===== config.mk =====
export PLATFORM = sky130hd
export DESIGN_NAME = keypad_scan_ctrl
export DESIGN_NICKNAME = d
export VERILOG_FILES = /design/src/rtl/keypad_scan_ctrl.sv
export SDC_FILE = /design/constraint.sdc
export NUM_CORES = 1
export LEC_CHECK = 0
export BUFFER_PORTS_ARGS = -buffer_cell sky130_fd_sc_hd__buf_2
export CAP_MARGIN = 15
export CORE_MARGIN = 8
export CORE_UTILIZATION = 50
export CTS_CLUSTER_SIZE = 24
export DETAILED_ROUTE_END_ITERATION = 10
export HOLD_SLACK_MARGIN = 0.06
export PLACE_DENSITY = 0.67
export SETUP_SLACK_MARGIN = 0.02
export SLEW_MARGIN = 40
export SYNTH_ARGS = -nofsm -noshare
export SYNTH_HDL_FRONTEND = slang
export SYNTH_SLANG_ARGS = --single-unit
export TNS_END_PERCENT = 50

===== constraint.sdc =====
create_clock -name i_clk -period 3.2 [get_ports i_clk]
set_input_delay 0.48 -clock i_clk [delete_from_list [all_inputs] [get_ports i_clk]]
set_output_delay 0.48 -clock i_clk [all_outputs]
set_load 0.01 [all_outputs]

===== src/rtl/keypad_scan_ctrl.sv =====
// keypad_scan_ctrl
//   Scans a 5x4 calculator keypad. A one-hot row drive walks the five rows;
//   the active-low column inputs are sampled once per row period. A single
//   clean column starts a debounce. A debounced press gives exactly one
//   o_key_valid strobe with o_key_code = row*4 + col. Release is debounced
//   before scanning resumes on the next row. There is no auto-repeat.
//
// Ports
//   i_clk        system clock, rising edge
//   i_rst_n      asynchronous active-low reset
//   i_scan_en    1 = scan, 0 = forced idle (row and code are held)
//   i_col_in     keypad columns, active-low
//   o_row_out    one-hot active-high row drive
//   o_key_valid  single-cycle debounced-press strobe
//   o_key_code   row*4+col of the last press, held until the next strobe
//   o_key_held   high from the strobe until the release is debounced
module keypad_scan_ctrl #(
  parameter int SCAN_DIV  = 50000,
  parameter int DB_CYCLES = 500000
) (
  input  logic       i_clk,
  input  logic       i_rst_n,
  input  logic       i_scan_en,
  input  logic [3:0] i_col_in,
  output logic [4:0] o_row_out,
  output logic       o_key_valid,
  output logic [4:0] o_key_code,
  output logic       o_key_held
);

  localparam int DIV_W = (SCAN_DIV > 2) ? $clog2(SCAN_DIV) : 1;
  localparam int CNT_W = (DB_CYCLES > 2) ? $clog2(DB_CYCLES) : 1;
  localparam logic [DIV_W-1:0] DIV_TC = DIV_W'(SCAN_DIV - 1);
  localparam logic [CNT_W-1:0] CNT_TC = CNT_W'(DB_CYCLES - 1);

  typedef enum logic [1:0] {
    ST_SCAN     = 2'd0,
    ST_DEBOUNCE = 2'd1,
    ST_PRESSED  = 2'd2,
    ST_RELEASE  = 2'd3
  } state_t;

  // {valid, column index}; ghost patterns and the idle pattern are not valid
  function automatic logic [2:0] col_decode(input logic [3:0] col);
    logic [2:0] res;
    case (col)
      4'b1110: res = {1'b1, 2'd0};
      4'b1101: res = {1'b1, 2'd1};
      4'b1011: res = {1'b1, 2'd2};
      4'b0111: res = {1'b1, 2'd3};
      default: res = 3'b000;
    endcase
    return res;
  endfunction

  // One-hot row drive to row index 0..4
  function automatic logic [2:0] row_index(input logic [4:0] oh);
    logic [2:0] idx;
    idx = 3'd0;
    for (int i = 0; i < 5; i++) begin
      if (oh[i]) idx = 3'(i);
    end
    return idx;
  endfunction

  state_t           r_state;
  state_t           w_next_state;
  logic [DIV_W-1:0] r_div, w_div_nxt;
  logic [CNT_W-1:0] r_cnt, w_cnt_nxt;
  logic [4:0]       r_row, w_row_nxt;
  logic [3:0]       r_pat, w_pat_nxt;
  logic [1:0]       r_col_idx, w_col_idx_nxt;
  logic             r_key_valid, w_valid_nxt;
  logic [4:0]       r_key_code, w_code_nxt;
  logic             r_key_held, w_held_nxt;

  logic [2:0] w_col_dec;
  logic       w_col_ok;
  logic       w_col_idle;
  logic       w_col_match;
  logic       w_div_tc;
  logic       w_cnt_tc;
  logic [4:0] w_row_rot;

  assign w_col_dec   = col_decode(i_col_in);
  assign w_col_ok    = w_col_dec[2];
  assign w_col_idle  = (i_col_in == 4'b1111);
  assign w_col_match = (i_col_in == r_pat);
  assign w_div_tc    = (r_div == DIV_TC);
  assign w_cnt_tc    = (r_cnt == CNT_TC);
  assign w_row_rot   = {r_row[3:0], r_row[4]};

  // State and datapath registers
  always_ff @(posedge i_clk or negedge i_rst_n) begin
    if (!i_rst_n) begin
      r_state     <= ST_SCAN;
      r_div       <= '0;
      r_cnt       <= '0;
      r_row       <= 5'b00001;
      r_pat       <= 4'b1111;
      r_col_idx   <= 2'd0;
      r_key_valid <= 1'b0;
      r_key_code  <= 5'd0;
      r_key_held  <= 1'b0;
    end else begin
      r_state     <= w_next_state;
      r_div       <= w_div_nxt;
      r_cnt       <= w_cnt_nxt;
      r_row       <= w_row_nxt;
      r_pat       <= w_pat_nxt;
      r_col_idx   <= w_col_idx_nxt;
      r_key_valid <= w_valid_nxt;
      r_key_code  <= w_code_nxt;
      r_key_held  <= w_held_nxt;
    end
  end

  // Next-state decode; scan disable overrides every transition
  always_comb begin
    w_next_state = r_state;
    if (!i_scan_en) begin
      w_next_state = ST_SCAN;
    end else begin
      case (r_state)
        ST_SCAN: begin
          if (w_div_tc && w_col_ok) w_next_state = ST_DEBOUNCE;
          else                      w_next_state = ST_SCAN;
        end
        ST_DEBOUNCE: begin
          if (!w_col_match)  w_next_state = ST_SCAN;
          else if (w_cnt_tc) w_next_state = ST_PRESSED;
          else               w_next_state = ST_DEBOUNCE;
        end
        ST_PRESSED: w_next_state = ST_RELEASE;
        ST_RELEASE: begin
          if (w_col_idle && w_cnt_tc) w_next_state = ST_SCAN;
          else                        w_next_state = ST_RELEASE;
        end
        default: w_next_state = ST_SCAN;
      endcase
    end
  end

  // Datapath and registered-output next values
  always_comb begin
    w_div_nxt     = r_div;
    w_cnt_nxt     = r_cnt;
    w_row_nxt     = r_row;
    w_pat_nxt     = r_pat;
    w_col_idx_nxt = r_col_idx;
    w_valid_nxt   = 1'b0;
    w_code_nxt    = r_key_code;
    w_held_nxt    = r_key_held;
    if (!i_scan_en) begin
      // Row and code hold so scanning resumes where it stopped
      w_div_nxt  = '0;
      w_cnt_nxt  = '0;
      w_held_nxt = 1'b0;
    end else begin
      case (r_state)
        ST_SCAN: begin
          if (w_div_tc) begin
            w_div_nxt = '0;
            if (w_col_ok) begin
              // Freeze the row and remember the exact pattern to debounce against
              w_pat_nxt     = i_col_in;
              w_col_idx_nxt = w_col_dec[1:0];
              w_cnt_nxt     = '0;
            end else begin
              w_row_nxt = w_row_rot;
            end
          end else begin
            w_div_nxt = r_div + DIV_W'(1);
          end
        end
        ST_DEBOUNCE: begin
          if (!w_col_match) begin
            w_cnt_nxt = '0;
            w_div_nxt = '0;
          end else if (w_cnt_tc) begin
            w_cnt_nxt = '0;
          end else begin
            w_cnt_nxt = r_cnt + CNT_W'(1);
          end
        end
        ST_PRESSED: begin
          w_valid_nxt = 1'b1;
          w_code_nxt  = {row_index(r_row), r_col_idx};
          w_held_nxt  = 1'b1;
          w_cnt_nxt   = '0;
        end
        ST_RELEASE: begin
          if (!w_col_idle) begin
            w_cnt_nxt = '0;
          end else if (w_cnt_tc) begin
            w_cnt_nxt  = '0;
            w_held_nxt = 1'b0;
            w_row_nxt  = w_row_rot;
            w_div_nxt  = '0;
          end else begin
            w_cnt_nxt = r_cnt + CNT_W'(1);
          end
        end
        default: begin
          w_div_nxt = '0;
          w_cnt_nxt = '0;
        end
      endcase
    end
  end

  assign o_row_out   = r_row;
  assign o_key_valid = r_key_valid;
  assign o_key_code  = r_key_code;
  assign o_key_held  = r_key_held;

endmodule


Yosys cells after proc, flatten, opt, wreduce, memory -nomap -nowiden

Index checks and enable logic that the tools add are counted.

Add/sub/neg operators: 2
Equality and inequality tests: 22
Mux-type cells: 35
Reduce and logical (&&, ||, !) cells: 10

Operator list:

| kind                    | number |
|---|---|
| $mux W19                | 6 |
| $mux W16                | 5 |
| $pmux W19 S4            | 1 |
| $pmux W16 S3            | 1 |
| $mux W5                 | 4 |
| $add A19 B1 Y19 const B | 1 |
| $eq A19 B19 Y1 const B  | 1 |
| $add A16 B1 Y16 const B | 1 |
| $eq A16 B16 Y1 const B  | 1 |
| $eq A4 B4 Y1 const B    | 4 |
| $ne A3 B3 Y1 const B    | 5 |
| $pmux W3 S4             | 1 |
| $pmux W5 S2             | 1 |
| $mux W3                 | 3 |
| $mux W2                 | 4 |
| $ne A2 B2 Y1 const B    | 4 |
| $pmux W2 S4             | 1 |
| $reduce_and A4 Y1       | 2 |
| $mux W1                 | 7 |
| $reduce_and A6 Y1       | 1 |
| $eq A2 B2 Y1 const B    | 2 |
| $eq A4 B3 Y1 const B    | 1 |
| $eq A4 B4 Y1            | 1 |
| $ne A4 B1 Y1 const B    | 1 |
| 8 further kinds         | 10 |

Register bits after elaboration: 55
Bits of input ports: 7
Output and inout bits: 12
Logic and storage cells: 78

Logic depth before layout (Yosys ltp)

Gate-level depths: netlist (run 1).

Depth in word-level cells: 6
Depth in mapped cells: 7
Gate-level depth less buffers: 6

Least setup slack after synthesis (run 1)

OpenSTA, ideal clock, no wires.

Path kind: reg2reg
Start point: reg r_div[10]
End point: reg r_col_idx[0]
Library setup time: 0.125 ns
Arrival time: 2.045 ns
Data required time: 3.075 ns
Slack: 1.030 ns
Stages on the path, launching flop included: 6
Path buffers: 0
Period minus slack after synthesis: 2.170 ns
Cell sequence: dfrtp_1 > or3_4 > nor4_4 > o21ai_2 > nor3_4 > mux2_4

Word-level cells in the longest chain between the ends: 2

RTL lines:

| item                        | line | source |
|---|---|---|
| start, declared             | 68   | `logic [DIV_W-1:0] r_div, w_div_nxt;` |
| start signal, assigned      | 107  | `r_div <= w_div_nxt;` |
| $eq A16 B16 Y1              | 89   | `assign w_div_tc = (r_div == DIV_TC);` |
| $reduce_and A4 Y1 (no line) | n/a  |  |
| end signal, assigned        | 111  | `r_col_idx <= w_col_idx_nxt;` |
| end, declared               | 72   | `logic [1:0] r_col_idx, w_col_idx_nxt;` |

No other way between the ends.
A chain may end at the register's enable or synchronous reset.

Worst setup path after layout (run 1)

Start point: reg r_cnt[0]
End point: reg r_div[2]

Word-level cells in the longest chain between the ends: 3

RTL lines:

| item                        | line | source |
|---|---|---|
| start, declared             | 69   | `logic [CNT_W-1:0] r_cnt, w_cnt_nxt;` |
| start signal, assigned      | 108  | `r_cnt <= w_cnt_nxt;` |
| $eq A19 B19 Y1              | 90   | `assign w_cnt_tc = (r_cnt == CNT_TC);` |
| $ne A3 B3 Y1 (no line)      | n/a  |  |
| $reduce_and A4 Y1 (no line) | n/a  |  |

No other way between the ends.

==> reports/results.ini, run 1 <==
[status]
status=completed

[finish]
final_common_cell=dfrtp_1
fin_cells=433
n_antenna_cell=0
final_area_um2=3540
area_delta_synth_final_pct=8.53
final-seq-area_um2=1380
fin_nets=364
multi_input_area_um2=1770
drive_gt1_frac=0.166
nFillCells=577
layout_common_cells=dfrtp_1, nand3_1, a31oi_1

[timing]
tightestPinTransition_ns=0.775
hold_viol=0
finalCritPeriodShare=0.829
max_freq_mhz=377
maxSlewHeadroom=0.479
skew_ns=0.0123
timing.hold.ws_ns=0.155
final_max_slew_viol_count=0
rsz0062_at_grt=no
finalSetupViolations=0
min_period_ns=2.65
tns_ns=0

[placement]
dpl.hpwl_mm=5.14
place_inst=425
gp_congestion=0.903
portBuffers=18
dpl_cell_area_um2=3420

[synth]
syn_avg_cell_area_um2=9.44
synth_cell_types=59
synth_edf_count=0
syn_area_um2=3260
ys_ff_latch=55
synth_ff_type=dfrtp_1
synth_nets=354
syn_inst=345
yosys_warnings=0
ys_seq_area_frac=0.424
async_flop_share=1.00

[critical_path]
crit_slowest_cell=nor4_4
r2r_cells=6
critical_path.max_stage_delay_ns=0.45
cp-end-kind=flip-flop
crit_arrival_ns=2.84
startpoint_type=flip-flop
critPathRequiredTime_ns=3.39
crit_type=reg -> reg
crit_fanout=11
path_cells=ha_1, nand4_1, nor4_4, a41oi_2, o21a_1, a221o_1

[clock_tree]
root_buffer=clkbuf_8
cts_tree=yes
numClockSinks=55
ctsResizeCount=0
clk_path_buf_depth=2
clk_transition_reported_paths_ns=0.11
ctsHoldBuffers=0
cts-buffers-inserted=5
cts_setup_buffers=0
cts_max_level=2
insertion_delay_ns=0.31

[route]
drt_iter0_markers=121
vias_per_cell=6.38
via_count=2762
routed_wl_mm=7.44
drtPass1Iterations=4
ant_nets=0
routedWlPerCell_um=17.2
drc=0

[grt]
antenna_found_initial=0
grt_max_degree=47
grt_overflow=0
first_global_vias=2610
grt_pass1_wl_mm=12.8
grt_usage=0.159

[pwr]
p_per_area_nw_per_um2=350
ir_worst_vdd_mv=0.251
power.leakage_nw=1.45

[flow_run]
cap_violations=0

[floorplan]
std_cell_rows=29
die_h_um=96.7
core_area_um2=6310
die_x_um=96.7
start_util=0.516
dieArea_um2=9360
ioPinCount=19

[worst_hold_path]
hold_class=in -> async

-- metal layers --
metal | routed length, um | track usage | vias to the layer above | share of wire
li1 | - | - | 1354 | -
met1 | 3500 | 0.205 | 1344 | 0.47
met2 | 3640 | 0.262 | 57 | 0.49
met3 | 234 | 0.0313 | 7 | 0.031
met4 | 63 | 0.0462 | 0 | 0.0085
met5 | 0 | 0 | - | 0
-- synth_stat cells (all sizes together), types with 4 or more instances --
master   n  area share
and3     8       0.015
and4     6       0.016
dfrtp   50        0.38
nor4    12       0.032
nor2    10       0.012
or3      5       0.011
nand2b   8       0.015
inv     15       0.017
nand4    6       0.012
or4      4      0.0092
o211ai   6       0.014
a21o     5       0.012
mux2    13       0.051
nor3     9       0.017
dfstp    5       0.040
and2     4      0.0077
nor2b    6       0.012
a31oi   31       0.060
o31ai    5       0.012
nand2   25       0.029
a41oi    4       0.011
buf      5      0.0077
nand3   38       0.058
clkbuf  13       0.015
o21ai    8       0.013
-- power by group --
part	internal [mW]	switching [mW]	total (mW)
sequential	0.700	0.00603	0.706
clock	0.236	0.236	0.472
combinational	0.0172	0.0432	0.0604
-- sequential cells by signal (all words and copies together) (netlist names) --
| name | count |
|---|---|
| r_cnt | 19 |
| o_key_code | 5 |
| o_row_out | 5 |
| r_col_idx | 2 |
| o_key_held | 1 |
| o_key_valid | 1 |
| r_state | 2 |
| r_pat | 4 |
| r_div | 16 |
-- through the flow --
step                      setup slack, ns  total power [mW]   util
after floorplan                      1.03             0.751      -
after global placement              0.547             0.779  0.540
after detailed placement            0.533             0.780  0.542
after CTS                           0.514              1.26  0.560
after global routing                0.305              1.29  0.560
final                               0.549              1.24  0.560
-- worst paths after layout --
check | from | to | slack [ns]
setup / recovery | r_cnt[0] | r_div[2] | 0.55
hold / removal | i_rst_n | r_cnt[3] | 0.16
setup reg to reg | r_cnt[0] | r_div[2] | 0.55
hold reg to reg | o_key_code[3] | o_key_code[3] | 0.49
max in group asynchronous | i_rst_n | r_div[7] | 2.47
min in group i_clk | o_key_code[3] | o_key_code[3] | 0.49
-- area by class of cell --
cell class,count,share of cell area
Tap cell,77,0.0272
Sequential cell,55,0.391
Timing Repair Buffer,21,0.0326
Clock inverter,3,0.0131
Multi-Input combinational cell,257,0.501
Clock buffer,5,0.0195
Inverter,15,0.0159
-- logic make-up after synthesis --
| kind of cell | count (synthesis) | share of synthesized area |
|---|---|---|
| AND/OR/NAND/NOR | 156 | 0.284 |
| adder cells (fa/ha/maj) | 2 | 0.00768 |
| buffers and inverters | 33 | 0.0399 |
| flip-flops | 55 | 0.424 |
| AO/OA/AOI/OAI | 81 | 0.179 |
| multiplexers | 15 | 0.0568 |
| XOR/XNOR | 3 | 0.00807 |
-- worst max-delay path: cells and delay by family, from the launching register on --
kind	cells	cell delay [ns]
AOI/OAI and AO/OA	3	1.14
and+or+nand+nor	2	0.74
DFF	1	0.43
adders and majority gates	1	0.22
Power figures use the tool's default switching activity.
==> run 2, diff against run 1 <==
--- a/config.mk
+++ b/config.mk
@@ -12,7 +12,7 @@
 export CTS_CLUSTER_SIZE = 24
 export DETAILED_ROUTE_END_ITERATION = 10
 export HOLD_SLACK_MARGIN = 0.06
-export PLACE_DENSITY = 0.67
+export PLACE_DENSITY = 0.7
 export SETUP_SLACK_MARGIN = 0.02
 export SLEW_MARGIN = 40
 export SYNTH_ARGS = -nofsm -noshare
==> constraint.sdc (replaced) <==
create_clock -name i_clk -period 2.4 [get_ports i_clk]
set_input_delay 0.36 -clock i_clk [delete_from_list [all_inputs] [get_ports i_clk]]
set_output_delay 0.36 -clock i_clk [all_outputs]
set_load 0.01 [all_outputs]
==> reports/results.ini, run 2 (synthesis gave the netlist of run 1 again) <==
[status]
status=completed  ; unchanged

[timing]
finalSetupViolations=0  ; unchanged
final_max_slew_viol_count=0  ; unchanged
skew_ns=0.0142  ; was 0.0123 ns
timing.hold.ws_ns=0.147  ; was 0.155 ns
min_period_ns=2.23  ; was 2.65 ns
rsz0062_at_grt=yes  ; was no
finalCritPeriodShare=0.930  ; was 0.829
maxSlewHeadroom=0.534  ; was 0.479
max_freq_mhz=448  ; was 377 MHz
tns_ns=0  ; unchanged
hold_viol=0  ; unchanged
tightestPinTransition_ns=0.699  ; was 0.775 ns

[finish]
fin_nets=385  ; was 364
largest-register=r_cnt  ; unchanged
layout_common_cells=dfrtp_1, nand3_1, a31oi_1  ; unchanged
final_common_cell=dfrtp_1  ; unchanged
n_antenna_cell=0  ; unchanged
largest_reg_flops=19  ; unchanged
drive_gt1_frac=0.210  ; was 0.166
nFillCells=571  ; was 577
area_delta_synth_final_pct=13.4  ; was 8.53%
final_area_um2=3690  ; was 3540 um^2
largest_registers=r_cnt (19), r_div (16)  ; unchanged

[critical_path]
crit_arrival_ns=2.43  ; was 2.84 ns
timing.rr.start=r_div[10]  ; was r_cnt[0]
crit_start=r_div[10]  ; was r_cnt[0]
crit_type=reg -> reg  ; unchanged
critPathRequiredTime_ns=2.60  ; was 3.39 ns
startpoint_type=flip-flop  ; unchanged
crit_fanout=7  ; was 11
cp-end-kind=flip-flop  ; unchanged

[floorplan]
ioPinCount=19  ; unchanged
start_util=0.516  ; unchanged
die_x_um=96.7  ; unchanged
die_h_um=96.7  ; unchanged
core_area_um2=6310  ; unchanged
dieArea_um2=9360  ; unchanged
std_cell_rows=29  ; unchanged

[route]
vias_per_cell=6.26  ; was 6.38
via_count=2843  ; was 2762
ant_nets=0  ; unchanged
routedWlPerCell_um=16.7  ; was 17.2 um
drtPass1Iterations=4  ; unchanged
drc=0  ; unchanged
drt_iter0_markers=150  ; was 121
routed_wl_mm=7.60  ; was 7.44 mm

[clock_tree]
cts_tree=yes  ; unchanged
numClockSinks=55  ; unchanged
insertion_delay_ns=0.31  ; about the same
clk_transition_reported_paths_ns=0.11  ; about the same
ctsHoldBuffers=0  ; unchanged
cts-buffers-inserted=5  ; unchanged
clk_path_buf_depth=2  ; unchanged
cts_max_level=2  ; unchanged
root_buffer=clkbuf_8  ; unchanged

[grt]
first_global_vias=2690  ; was 2610
grt_overflow=0  ; unchanged
grt_usage=0.160  ; was 0.159
grt_max_degree=56  ; was 47
grt_pass1_wl_mm=13.0  ; was 12.8 mm
antenna_found_initial=0  ; unchanged

[placement]
dpl_cell_area_um2=3550  ; was 3420 um^2
gp_congestion=0.885  ; was 0.903
dpl.hpwl_mm=5.28  ; was 5.14 mm
portBuffers=18  ; unchanged

[pwr]
ir_worst_vdd_mv=0.338  ; was 0.251 mV
power.leakage_nw=1.56  ; was 1.45 nW
power.total_mw=1.65  ; was 1.24 mW
p_per_area_nw_per_um2=448  ; was 350 nW/um^2

[flow_run]
cap_violations=0  ; unchanged

[worst_hold_path]
hold_class=in -> async  ; unchanged

-- run 2: routing by layer --
layer  wire length, um  track usage  vias up
li1                  -            -     1397
met1              3620        0.215     1378
met2              3590        0.256       56
met3               284       0.0256       12
met4               107       0.0485        0
met5                 0            0        -
-- run 2: timing repair --
action,CTS,global route
endpoints found under the setup margin,0,12
setup buffers,0,2
resized for setup,0,2
-- run 2: critical path, stage by stage, from the launching register on --
cell	delay, ns
dfrtp_1	0.45
or3_4	0.43
nor4_4	0.33
o21ai_2	0.18
nor3_4	0.40
mux2_4	0.34
-- run 2: worst paths after layout --
check	end	slack (ns)	depth (start not counted)
min in group i_clk	r_pat[2]	0.38	3
setup reg to reg	r_col_idx[1]	0.17	5
setup / recovery	r_col_idx[1]	0.17	5
hold / removal	r_cnt[4]	0.15	2
hold reg to reg	o_key_code[3]	0.50	2
max in group asynchronous	o_key_code[1]	1.77	2
-- run 2: where the power goes --
part | leakage (nW) | internal [mW] | switching [mW]
Sequential | 0.748 | 0.933 | 0.00836
Clock | 0.0558 | 0.316 | 0.311
Combinational | 0.754 | 0.0271 | 0.0591
-- run 2: metrics by stage --
step            util  worst slack [ns]  cells
2_1_floorplan      -             0.230    345
4_1_cts        0.580            0.0579    452
3_5_place_dp   0.563            0.0824    444
6_report       0.585             0.168    454
5_1_grt        0.585          -0.00329    454
3_3_place_gp   0.563             0.148    444
-- run 2: layout make-up --
cell class                 instances  area, um^2  area share
timing repair buffer              42         270      0.0732
clock inverter                     2        38.8      0.0105
clock buffer                       6        72.6      0.0196
tap                               77        96.3      0.0261
sequential                        55        1380       0.374
inverter                          15        56.3      0.0152
multi-input combinational        257        1780       0.481
==> run 3, diff against run 2 <==
--- a/config.mk
+++ b/config.mk
@@ -8,11 +8,10 @@
 export BUFFER_PORTS_ARGS = -buffer_cell sky130_fd_sc_hd__buf_2
 export CAP_MARGIN = 15
 export CORE_MARGIN = 8
-export CORE_UTILIZATION = 50
+export CORE_UTILIZATION = 43
 export CTS_CLUSTER_SIZE = 24
 export DETAILED_ROUTE_END_ITERATION = 10
 export HOLD_SLACK_MARGIN = 0.06
-export PLACE_DENSITY = 0.7
 export SETUP_SLACK_MARGIN = 0.02
 export SLEW_MARGIN = 40
 export SYNTH_ARGS = -nofsm -noshare
==> reports/results.ini, run 3 (synthesis gave the netlist of run 1 again) <==
[status]
status=completed  ; unchanged

[clock_tree]
clk_transition_reported_paths_ns=0.11  ; about the same
insertion_delay_ns=0.31  ; about the same
cts-buffers-inserted=5  ; unchanged
cts_tree=yes  ; unchanged
ctsHoldBuffers=0  ; unchanged
clk_path_buf_depth=2  ; unchanged
numClockSinks=55  ; unchanged
root_buffer=clkbuf_8  ; unchanged
cts_max_level=2  ; unchanged

[critical_path]
crit_fanout=8  ; was 7
crit_arrival_ns=2.46  ; was 2.43 ns
crit_type=reg -> reg  ; unchanged
crit_slowest_cell=or4_1  ; was dfrtp_1
critical_path.max_stage_delay_ns=0.50  ; was 0.45 ns
crit_top_cell=buf_4
crit_buf_inv=2  ; was 0
critical-path-top-delay-family=simple AND/OR/NAND/NOR gates  ; unchanged
critPathRequiredTime_ns=2.63  ; was 2.60 ns
startpoint_type=flip-flop  ; unchanged
crit_start=r_cnt[0]  ; was r_div[10]
cp-end-kind=flip-flop  ; unchanged
timing.rr.start=r_cnt[0]  ; was r_div[10]
path_cells=ha_1, nand4_1, buf_4, nor4_4, a41oi_2, buf_4, or4_1, o211ai_1  ; was or3_4, nor4_4, o21ai_2, nor3_4, mux2_4

[finish]
final-seq-area_um2=1380  ; unchanged
nFillCells=676  ; was 571
largest-register=r_cnt  ; unchanged
fin_nets=383  ; was 385
largest_registers=r_cnt (19), r_div (16)  ; unchanged
area_delta_synth_final_pct=13.8  ; was 13.4%
drive_gt1_frac=0.213  ; was 0.210
largest_reg_flops=19  ; unchanged
final_util=0.509  ; was 0.585
n_antenna_cell=0  ; unchanged
layout_common_cells=dfrtp_1, nand3_1, a31oi_1  ; unchanged
multi_input_area_um2=1790  ; was 1780 um^2
fin_cells=474  ; was 454
final_common_cell=dfrtp_1  ; unchanged

[timing]
hold_viol=0  ; unchanged
finalCritPeriodShare=0.929  ; was 0.930
maxSlewHeadroom=0.587  ; was 0.534
rsz0062_at_grt=no  ; was yes
min_period_ns=2.23  ; about the same
tns_ns=0  ; unchanged
max_freq_mhz=449  ; was 448 MHz
final_max_slew_viol_count=0  ; unchanged
tightestPinTransition_ns=0.620  ; was 0.699 ns
finalSetupViolations=0  ; unchanged
skew_ns=0.00954  ; was 0.0142 ns

[route]
drt_iter0_markers=111  ; was 150
vias_per_cell=5.87  ; was 6.26
via_count=2784  ; was 2843
routed_wl_mm=7.68  ; was 7.60 mm
routedWlPerCell_um=16.2  ; was 16.7 um
drc=0  ; unchanged
drtPass1Iterations=5  ; was 4
ant_nets=0  ; unchanged

[pwr]
power.total_mw=1.55  ; was 1.65 mW
p_per_area_nw_per_um2=419  ; was 448 nW/um^2
ir_worst_vdd_mv=0.332  ; was 0.338 mV
power.leakage_nw=1.54  ; was 1.56 nW

[grt]
grt_busiest_layer=met2  ; unchanged
grt_overflow=0  ; unchanged
grt_use_met1=0.201  ; was 0.215
grt_usage=0.153  ; was 0.160
met3_usage=0.0257  ; was 0.0256
grt.met2_usage=0.251  ; was 0.256
grt_pass1_wl_mm=13.0  ; about the same
grt_max_degree=35  ; was 56
first_global_vias=2647  ; was 2690
antenna_found_initial=0  ; unchanged

[floorplan]
std_cell_rows=31  ; was 29
die_h_um=103  ; was 96.7 um
dieArea_um2=10600  ; was 9360 um^2
start_util=0.447  ; was 0.516
core_area_um2=7290  ; was 6310 um^2
ioPinCount=19  ; unchanged
die_x_um=103  ; was 96.7 um

[placement]
dpl.hpwl_mm=5.43  ; was 5.28 mm
gp_congestion=0.850  ; was 0.885
portBuffers=18  ; unchanged
place_inst=465  ; was 444

[worst_hold_path]
hold_class=in -> async  ; unchanged

[flow_run]
cap_violations=0  ; unchanged

run 3: cell types whose count changed in the layout (fill, tap and decap cells not counted), sizes merged:
cell	change
bufinv	-1
buf	-2
clkbuf	-1
clkinv	+2
run 3: final cells by class:
type	count	area share
clock buffers	5	0.0186
well taps	99	0.0334
repair buffers	40	0.0722
clock inverters	3	0.00506
flip-flops and latches	55	0.373
inverters	15	0.0152
multi-input cells	257	0.483
run 3: worst register-to-register path: cells and delay by family, from the launching register on:
family                     cells  cell delay, ns
AOI/OAI and AO/OA              2            0.29
adders and majority gates      1            0.20
buffers and inverters          2            0.39
DFF                            1            0.36
and+or+nand+nor                3            0.90
run 3: through the flow:
stage / setup WS (ns) / hold slack (ns) / instance area (um^2)
after global routing: 0.0385 / 0.103 / 3710
after global placement: 0.0989 / 0.411 / 3590
after detailed placement: 0.0541 / 0.422 / 3590
after CTS: 0.0586 / 0.0718 / 3680
after floorplan: 0.230 / 0.0644 / 3260
final: 0.171 / 0.0478 / 3710
run 3: repair_timing:
item | CTS | global route
buffers inserted | 0 | 1
pin swaps | 0 | 1
resized for setup | 1 | 3
endpoints found under the setup margin | 3 | 17
run 3: final timing paths:
| check | endpoint | slack (ns) | depth (start not counted) |
|---|---|---|---|
| setup / recovery | r_div[9] | 0.17 | 8 |
| hold / removal | r_cnt[5] | 0.05 | 1 |
| setup reg to reg | r_div[9] | 0.17 | 8 |
| hold reg to reg | r_cnt[18] | 0.49 | 1 |
| max in group asynchronous | r_pat[0] | 1.69 | 2 |
| min in group i_clk | r_pat[2] | 0.39 | 3 |
run 3: power breakdown:
group	internal, mW	total, mW	switching (mW)
clock network	0.207	0.524	0.317
registers	0.933	0.941	0.00809
logic	0.0294	0.0894	0.0600
run 3: per-layer routing:
metal  part of all wire  vias up
li1                   -     1393
met1               0.48     1329
met2               0.48       55
met3              0.035        7
met4             0.0078        0
met5                  0        -
